$ cat src/rtl/uart_rx_pkg.sv
// UART receive controller shared types and constants.
// Optional parity support is selected by UART_RX_PARITY_EN.
package uart_rx_pkg;

  localparam int EDGES_PER_BIT   = 8;
  localparam int DEF_SAMPLE_EDGE = 6;
  localparam int DEF_DATA_WIDTH  = 8;

  typedef enum logic [2:0] {
    IDLE   = 3'd0,
    START  = 3'd1,
    DATA   = 3'd2,
`ifdef UART_RX_PARITY_EN
    PARITY = 3'd3,
`endif
    STOP   = 3'd4
  } rx_state_e;

endpackage

$ cat src/rtl/uart_rx_ctrl_if.sv
// UART receive controller signal bundle.
// slave: the controller; master: line, counters and sampler side.
interface uart_rx_ctrl_if #(
  parameter int DATA_WIDTH = 8
);

  logic                  RX_IN;
  logic                  PAR_EN;
  logic                  PAR_TYP;
  logic [3:0]            edge_count;
  logic [4:0]            bit_count;
  logic                  sampled_bit;
  logic                  edge_bit_enable;
  logic                  data_samp_en;
  logic [DATA_WIDTH-1:0] P_DATA;
  logic                  data_valid;
  logic                  par_err;
  logic                  stp_err;

  modport slave (
    input  RX_IN,
    input  PAR_EN,
    input  PAR_TYP,
    input  edge_count,
    input  bit_count,
    input  sampled_bit,
    output edge_bit_enable,
    output data_samp_en,
    output P_DATA,
    output data_valid,
    output par_err,
    output stp_err
  );

  modport master (
    output RX_IN,
    output PAR_EN,
    output PAR_TYP,
    output edge_count,
    output bit_count,
    output sampled_bit,
    input  edge_bit_enable,
    input  data_samp_en,
    input  P_DATA,
    input  data_valid,
    input  par_err,
    input  stp_err
  );

endinterface

$ cat src/rtl/uart_rx_deser.sv
// Working-word register: writes sampled_bit at bit (bit_count-1).
// Ports: clk/reset, shift_en, bit_count, sampled_bit, word, par_exp.
module uart_rx_deser
  import uart_rx_pkg::*;
#(
  parameter int DATA_WIDTH = DEF_DATA_WIDTH
) (
  input  logic                  clk_based_on_prescale,
  input  logic                  asy_reset,
  input  logic                  shift_en,
  input  logic [4:0]            bit_count,
  input  logic                  sampled_bit,
`ifdef UART_RX_PARITY_EN
  input  logic                  par_typ,
  output logic                  par_exp,
`endif
  output logic [DATA_WIDTH-1:0] word
);

  always_ff @(posedge clk_based_on_prescale or negedge asy_reset) begin
    if (!asy_reset) begin
      word <= '0;
    end else if (shift_en) begin
      for (int i = 0; i < DATA_WIDTH; i++) begin
        if (bit_count == 5'(i + 1)) begin
          word[i] <= sampled_bit;
        end
      end
    end
  end

`ifdef UART_RX_PARITY_EN
  assign par_exp = (^word) ^ par_typ;
`endif

endmodule

$ cat src/rtl/uart_rx_ctrl.sv
// UART receive frame FSM: start check, data, parity, stop, pulses.
// Ports: clk, asy_reset, bus (slave). Macro: UART_RX_PARITY_EN.
module uart_rx_ctrl
  import uart_rx_pkg::*;
#(
  parameter int DATA_WIDTH  = DEF_DATA_WIDTH,
  parameter int SAMPLE_EDGE = DEF_SAMPLE_EDGE
) (
  input  logic          clk_based_on_prescale,
  input  logic          asy_reset,
  uart_rx_ctrl_if.slave bus
);

  rx_state_e             state_q;
  rx_state_e             state_d;
  logic                  tick;
  logic                  ebe;
  logic                  dse;
  logic                  shift_en;
  logic                  load_data;
  logic                  dv_d;
  logic                  dv_q;
  logic                  se_d;
  logic                  se_q;
  logic                  set_err;
  logic                  err_q;
  logic                  frame_go;
  logic [DATA_WIDTH-1:0] word;
  logic [DATA_WIDTH-1:0] p_data_q;

`ifdef UART_RX_PARITY_EN
  logic                  par_en_q;
  logic                  par_typ_q;
  logic                  par_exp;
  logic                  pe_d;
  logic                  pe_q;
`else
  logic                  unused_par;
  assign unused_par = ^{bus.PAR_EN, bus.PAR_TYP};
`endif

  assign tick = (state_q != IDLE) &&
                (bus.edge_count == 4'(SAMPLE_EDGE));

  assign frame_go = (state_q == IDLE) && !bus.RX_IN;

  uart_rx_deser #(
    .DATA_WIDTH (DATA_WIDTH)
  ) u_deser (
    .clk_based_on_prescale (clk_based_on_prescale),
    .asy_reset             (asy_reset),
    .shift_en              (shift_en),
    .bit_count             (bus.bit_count),
    .sampled_bit           (bus.sampled_bit),
`ifdef UART_RX_PARITY_EN
    .par_typ               (par_typ_q),
    .par_exp               (par_exp),
`endif
    .word                  (word)
  );

  always_ff @(posedge clk_based_on_prescale or negedge asy_reset) begin
    if (!asy_reset) begin
      state_q <= IDLE;
    end else begin
      state_q <= state_d;
    end
  end

  always_comb begin
    state_d   = state_q;
    ebe       = 1'b0;
    dse       = 1'b1;
    shift_en  = 1'b0;
    load_data = 1'b0;
    dv_d      = 1'b0;
    se_d      = 1'b0;
    set_err   = 1'b0;
`ifdef UART_RX_PARITY_EN
    pe_d      = 1'b0;
`endif
    unique case (1'b1)
      (state_q == IDLE): begin
        ebe = 1'b1;
        dse = 1'b0;
        if (!bus.RX_IN) begin
          state_d = START;
        end
      end
      (state_q == START): begin
        if (tick) begin
          state_d = bus.sampled_bit ? IDLE : DATA;
        end
      end
      (state_q == DATA): begin
        if (tick) begin
          shift_en = 1'b1;
          if (bus.bit_count == 5'(DATA_WIDTH)) begin
`ifdef UART_RX_PARITY_EN
            state_d = par_en_q ? PARITY : STOP;
`else
            state_d = STOP;
`endif
          end
        end
      end
`ifdef UART_RX_PARITY_EN
      (state_q == PARITY): begin
        if (tick) begin
          if (bus.sampled_bit != par_exp) begin
            pe_d    = 1'b1;
            set_err = 1'b1;
          end
          state_d = STOP;
        end
      end
`endif
      (state_q == STOP): begin
        if (tick) begin
          if (!bus.sampled_bit) begin
            se_d = 1'b1;
          end else if (!err_q) begin
            dv_d      = 1'b1;
            load_data = 1'b1;
          end
          state_d = IDLE;
        end
      end
      default: begin
        state_d = IDLE;
        ebe     = 1'b1;
        dse     = 1'b0;
      end
    endcase
  end

  // Frame-error flag lives for one frame; cleared on the start edge.
  always_ff @(posedge clk_based_on_prescale or negedge asy_reset) begin
    if (!asy_reset) begin
      err_q <= 1'b0;
    end else if (frame_go) begin
      err_q <= 1'b0;
    end else if (set_err) begin
      err_q <= 1'b1;
    end
  end

  always_ff @(posedge clk_based_on_prescale or negedge asy_reset) begin
    if (!asy_reset) begin
      dv_q     <= 1'b0;
      se_q     <= 1'b0;
      p_data_q <= '0;
    end else begin
      dv_q <= dv_d;
      se_q <= se_d;
      if (load_data) begin
        p_data_q <= word;
      end
    end
  end

`ifdef UART_RX_PARITY_EN
  always_ff @(posedge clk_based_on_prescale or negedge asy_reset) begin
    if (!asy_reset) begin
      par_en_q  <= 1'b0;
      par_typ_q <= 1'b0;
      pe_q      <= 1'b0;
    end else begin
      pe_q <= pe_d;
      if (frame_go) begin
        par_en_q  <= bus.PAR_EN;
        par_typ_q <= bus.PAR_TYP;
      end
    end
  end
  assign bus.par_err = pe_q;
`else
  assign bus.par_err = 1'b0;
`endif

  assign bus.edge_bit_enable = ebe;
  assign bus.data_samp_en    = dse;
  assign bus.P_DATA          = p_data_q;
  assign bus.data_valid      = dv_q;
  assign bus.stp_err         = se_q;

endmodule

$ cat src/flat_wrapper.sv
// flat-port wrapper written by rule: the top's interface ports become plain ports
module uart_rx_ctrl_flat import uart_rx_pkg::*;
#(
  parameter int DATA_WIDTH  = DEF_DATA_WIDTH,
  parameter int SAMPLE_EDGE = DEF_SAMPLE_EDGE
)
  (clk_based_on_prescale, asy_reset, bus_RX_IN, bus_PAR_EN, bus_PAR_TYP, bus_edge_count, bus_bit_count, bus_sampled_bit, bus_edge_bit_enable, bus_data_samp_en, bus_P_DATA, bus_data_valid, bus_par_err, bus_stp_err);
  uart_rx_ctrl_if #(.DATA_WIDTH(DATA_WIDTH)) bus_i ();
  input  logic clk_based_on_prescale;
  input  logic asy_reset;
  input wire logic [$bits(bus_i.RX_IN)-1:0] bus_RX_IN;
  input wire logic [$bits(bus_i.PAR_EN)-1:0] bus_PAR_EN;
  input wire logic [$bits(bus_i.PAR_TYP)-1:0] bus_PAR_TYP;
  input wire logic [$bits(bus_i.edge_count)-1:0] bus_edge_count;
  input wire logic [$bits(bus_i.bit_count)-1:0] bus_bit_count;
  input wire logic [$bits(bus_i.sampled_bit)-1:0] bus_sampled_bit;
  output wire logic [$bits(bus_i.edge_bit_enable)-1:0] bus_edge_bit_enable;
  output wire logic [$bits(bus_i.data_samp_en)-1:0] bus_data_samp_en;
  output wire logic [$bits(bus_i.P_DATA)-1:0] bus_P_DATA;
  output wire logic [$bits(bus_i.data_valid)-1:0] bus_data_valid;
  output wire logic [$bits(bus_i.par_err)-1:0] bus_par_err;
  output wire logic [$bits(bus_i.stp_err)-1:0] bus_stp_err;
  assign bus_i.RX_IN = bus_RX_IN;
  assign bus_i.PAR_EN = bus_PAR_EN;
  assign bus_i.PAR_TYP = bus_PAR_TYP;
  assign bus_i.edge_count = bus_edge_count;
  assign bus_i.bit_count = bus_bit_count;
  assign bus_i.sampled_bit = bus_sampled_bit;
  assign bus_edge_bit_enable = bus_i.edge_bit_enable;
  assign bus_data_samp_en = bus_i.data_samp_en;
  assign bus_P_DATA = bus_i.P_DATA;
  assign bus_data_valid = bus_i.data_valid;
  assign bus_par_err = bus_i.par_err;
  assign bus_stp_err = bus_i.stp_err;
  uart_rx_ctrl #(.DATA_WIDTH(DATA_WIDTH), .SAMPLE_EDGE(SAMPLE_EDGE)) u_core (.clk_based_on_prescale(clk_based_on_prescale), .asy_reset(asy_reset), .bus(bus_i));
endmodule
$ cat config.mk
export PLATFORM = sky130hd
export DESIGN_NAME = uart_rx_ctrl_flat
export DESIGN_NICKNAME = d
export VERILOG_FILES = /design/src/rtl/uart_rx_pkg.sv /design/src/rtl/uart_rx_ctrl_if.sv /design/src/rtl/uart_rx_deser.sv /design/src/rtl/uart_rx_ctrl.sv /design/src/flat_wrapper.sv
export SDC_FILE = /design/constraint.sdc
export NUM_CORES = 1
export LEC_CHECK = 0
export BUFFER_PORTS_ARGS = -buffer_cell sky130_fd_sc_hd__buf_4
export CAP_MARGIN = 30
export CORE_MARGIN = 5
export CORE_UTILIZATION = 30
export CTS_CLUSTER_SIZE = 25
export DETAILED_ROUTE_END_ITERATION = 12
export PLACE_DENSITY = 0.57
export SLEW_MARGIN = 30
export SYNTH_ARGS = -nofsm -noshare
export SYNTH_HDL_FRONTEND = slang
export SYNTH_SLANG_ARGS = --single-unit
export TNS_END_PERCENT = 10
$ cat constraint.sdc
create_clock -name clk_based_on_prescale -period 2.4 [get_ports clk_based_on_prescale]
set_clock_uncertainty 0.15 [all_clocks]
set_input_delay 0.24 -clock clk_based_on_prescale [delete_from_list [all_inputs] [get_ports clk_based_on_prescale]]
set_output_delay 0.24 -clock clk_based_on_prescale [all_outputs]
set_load 0.01 [all_outputs]
==> metrics list <==
- In this run the register-to-register setup slack is 0.58 ns.
- A synthesized cell averages 12.8 µm².
- Count of buffers inserted at the top-level ports: 24
- Share of final-layout standard cells stronger than drive strength 1: 46.7%
* Clock Pin Slew Worst Setup and Hold Paths: 0.11 ns
* Register area: 526 µm²
* Critical Setup Path Class: register to primary output
- For this run, the post-layout net count is 121.
- TritonCTS built the clock tree.
- WHS Endpoint: u_core.bus.stp_err$_DFF_PN0_
- Leakage power: 0.639 nW
- Row generation in the floorplan step produced 21 rows.
* Flops & latches, synth: 21
* Floorplan die area: 4820 µm²
- Fin crit share: 77.6%
- Along the worst hold path, the cell count comes to 2.
- Setup crit start kind: register
* Clk root buf: sky130_fd_sc_hd__clkbuf_4
- Inserted Clock Buffers: 3
- During I/O placement, the number of pins put on the boundary was 28.
- Number of optimization iterations in the first detailed-route pass: 4
- The biggest area contributor in the post-synthesis netlist is sky130_fd_sc_hd__dfrtp_1.
* Starting density of the core: 31.2%
* Synth cell count leaders: 21 x sky130_fd_sc_hd__dfrtp_1, 8 x sky130_fd_sc_hd__mux2_2, 8 x sky130_fd_sc_hd__mux2_4
- Ant diodes: 0
* Setup crit end kind: primary output
- Setup repair after global routing left no endpoint under its margin.
- Data on the critical path arrives at its endpoint at 1.47 ns.
- Summed instance area of the synthesized netlist: 1060 µm²
- Largest cells by area after synthesis: sky130_fd_sc_hd__dfrtp_1 50%, sky130_fd_sc_hd__mux2_4 11%, sky130_fd_sc_hd__mux2_2 8.5%, sky130_fd_sc_hd__nand3_1 3.3%, sky130_fd_sc_hd__nand4bb_4 2.6%
- For the pin with the worst max-slew slack, the measured transition is 0.493 ns.
- Measured in cells, the most critical reg-to-reg path has a length of 2.
* Critical register-to-register path startpoint: u_core.state_q[0]$_DFFE_PN0P_
- Summing all multi-input logic gate instances after layout gives 482 µm².
- The worst pin sits at a relative slew slack of 66.8%.
- In this run, the number of DRC markers left after iteration 0 of detailed routing was 27.
- The largest individual stage delay along the critical path comes from the cell sky130_fd_sc_hd__dfrtp_1.
- In this run the number of H-tree levels came out at 1.
- After detailed routing, the average wire length per cell comes to 12.9 µm.
- Final cell area excluding filler cells: 1290 µm²
- Maximum ir drop on the vdd rail: 0.229 mV
- Pwr dens: 526 nW/µm²
- Clock Latency Late Sink: 0.30 ns
- Highest clock rate: 537 MHz
- Synthesis instantiated 31 different standard cells from the library.
- Remaining Overflow, GRT: 0
- The routed layout has 698 vias.
* Run status: finished clean
- Standard cell area after detailed placement: 1260 µm²
- Cells after Synth: 83
- Pin count of the biggest net entering global routing: 22
* Setup Buffers After CTS: 0
* HPWL reported at the end of detailed placement: 1.46 mm
- Period minus WS final: 1.86 ns
- Final setup violation count: 0
- Critical Path, Cell by Cell: nand2b_1 > o22ai_1 > inv_1 > buf_4
- ANT nets after route: 0
* Number of clock sinks seen by CTS: 21
- In this run the deepest clock path goes through 2 buffers.
- Across the run, the number of max-cap violations was 0.
* Proportion of netlist area held by the largest area contributor: 49.6%
- For this run, the register share of the synthesized area comes to 49.6%.
- Die extent in x: 69.4 µm
* Per-cell via count in the routed design: 4.62
- Initial antenna violation count: 0
- Number of buffers inserted by hold repair at cts: 1
- Via count of the first global-routing pass: 726
* Post-cts sizing count: 0
- Required time of the worst setup path: 2.01 ns
- Post-synthesis to final-layout area growth: 22.1%
- First-pass GRT wire length: 3.46 mm
- The total area inside the core boundary comes to 3390 µm².
- For this run, asynchronously set or reset flops after synthesis account for 100%.
* Post-synth EDFFs: 0
- Crit-path max cell delay: 0.52 ns
* Pins over their slew limit: 0
* CP Max Fanout: 12
- Final hold viol count: 0
- The min-delay analysis places its worst path in the category input pin to register.
* Worst min-delay path startpoint: bus_sampled_bit
- Global routing used 9.08% of the available tracks across all layers.
- Height of the die: 69.4 µm
* Global placement routability congestion: 0.707
- After detailed routing, the number of remaining DRC violations is 0.
- Nets in the synthesized netlist: 98
- In the final timing run, aggregate negative setup slack is 0 ns.
- In this run the critical register-to-register path is captured at u_core.bus.P_DATA[4]$_DFFE_PN0P_.
* Most numerous cell in the Yosys netlist: sky130_fd_sc_hd__dfrtp_1
* Fillers: 340
- Yosys printed 0 warnings.
- Summed over all layers, the routed wires come to 1.95 mm.
* Top FF cell, synth: sky130_fd_sc_hd__dfrtp_1
* Worst setup path startpoint: u_core.state_q[0]$_DFFE_PN0P_
[through the flow]
stage	util, %	worst slack, ns	hold WS (ns)	power [mW]	cells
after detailed placement	37.1	0.576	-0.0109	0.515	146
after CTS	38.1	0.514	0.0178	0.688	151
after floorplan	-	0.647	-0.206	0.454	83
final	38.1	0.538	0.0221	0.679	151
after global routing	38.1	0.359	0.0175	0.722	151
after global placement	37.1	0.583	-0.0153	0.512	146
[registers in the layout, indices dropped and copies added, names as in the netlist]
name	count
u_core.bus.P_DATA	8
u_core.bus.stp_err	1
u_core.state_q	3
u_core.bus.data_valid	1
u_core.u_deser.word	8
[layer usage]
layer | global-route usage (%) | vias to the layer above | wire [µm]
met2 | 15.0 | 15 | 945
li1 | - | 347 | -
met4 | 8.24 | 0 | 57
met1 | 10.0 | 332 | 864
met5 | 0 | - | 0
met3 | 1.16 | 4 | 78
[final cells by class]
cell class / count / area share, %
Sequential cell: 21 / 40.7
Tap cell: 46 / 4.45
Timing Repair Buffer: 25 / 14.7
Multi-Input combinational cell: 52 / 37.3
Clock buffer: 4 / 2.03
Inverter: 3 / 0.871
[cells in the final DEF, fill, tap and decap left out, drive strengths merged, types with 2 or more instances in the layout]
cell and n:
nor4 3, mux2 16, nand4 2, nor2 3, buf 24, inv 3, clkbuf 4, nor4bb 2
dfrtp 21, a21oi 3, nand3 7, nand2b 2
[worst max-delay path by stage]
| stage | endpoint | slack (ns) |
|---|---|---|
| after floorplan | u_core.bus.P_DATA[0]$_DFFE_PN0P_ | 0.65 |
| after global placement | u_core.bus.P_DATA[1]$_DFFE_PN0P_ | 0.58 |
| after detailed placement | u_core.bus.P_DATA[4]$_DFFE_PN0P_ | 0.58 |
| after CTS | bus_edge_bit_enable | 0.51 |
| after global routing | bus_edge_bit_enable | 0.36 |
| final | bus_edge_bit_enable | 0.54 |
[critical path, delay by kind of cell, from the launching register on]
kind | cells | cell delay, ns
compound gates | 1 | 0.20
buf+inv | 2 | 0.21
flops | 1 | 0.52
simple gates | 1 | 0.23
[cells by family (layout without fill, tap and decap cells)]
logic type / after synthesis / after routing / synth area share [%]
muxes: 16 / 16 / 19.9
and+or+nand+nor: 29 / 29 / 21.6
xor gates and xnor gates: 1 / 1 / 0.828
other: 1 / 1 / 0.354
DFF: 21 / 21 / 49.6
AOI/OAI and AO/OA: 5 / 5 / 2.84
buffers and inverters: 10 / 32 / 4.85
[report_power, final]
group | leakage (nW) | total [mW] | switching (mW) | internal, mW
registers | 0.290 | 0.391 | 0.0284 | 0.363
clock network | 0.0150 | 0.172 | 0.107 | 0.0649
logic | 0.334 | 0.116 | 0.0526 | 0.0633
Note: power is estimated with default switching activity, not from simulation.
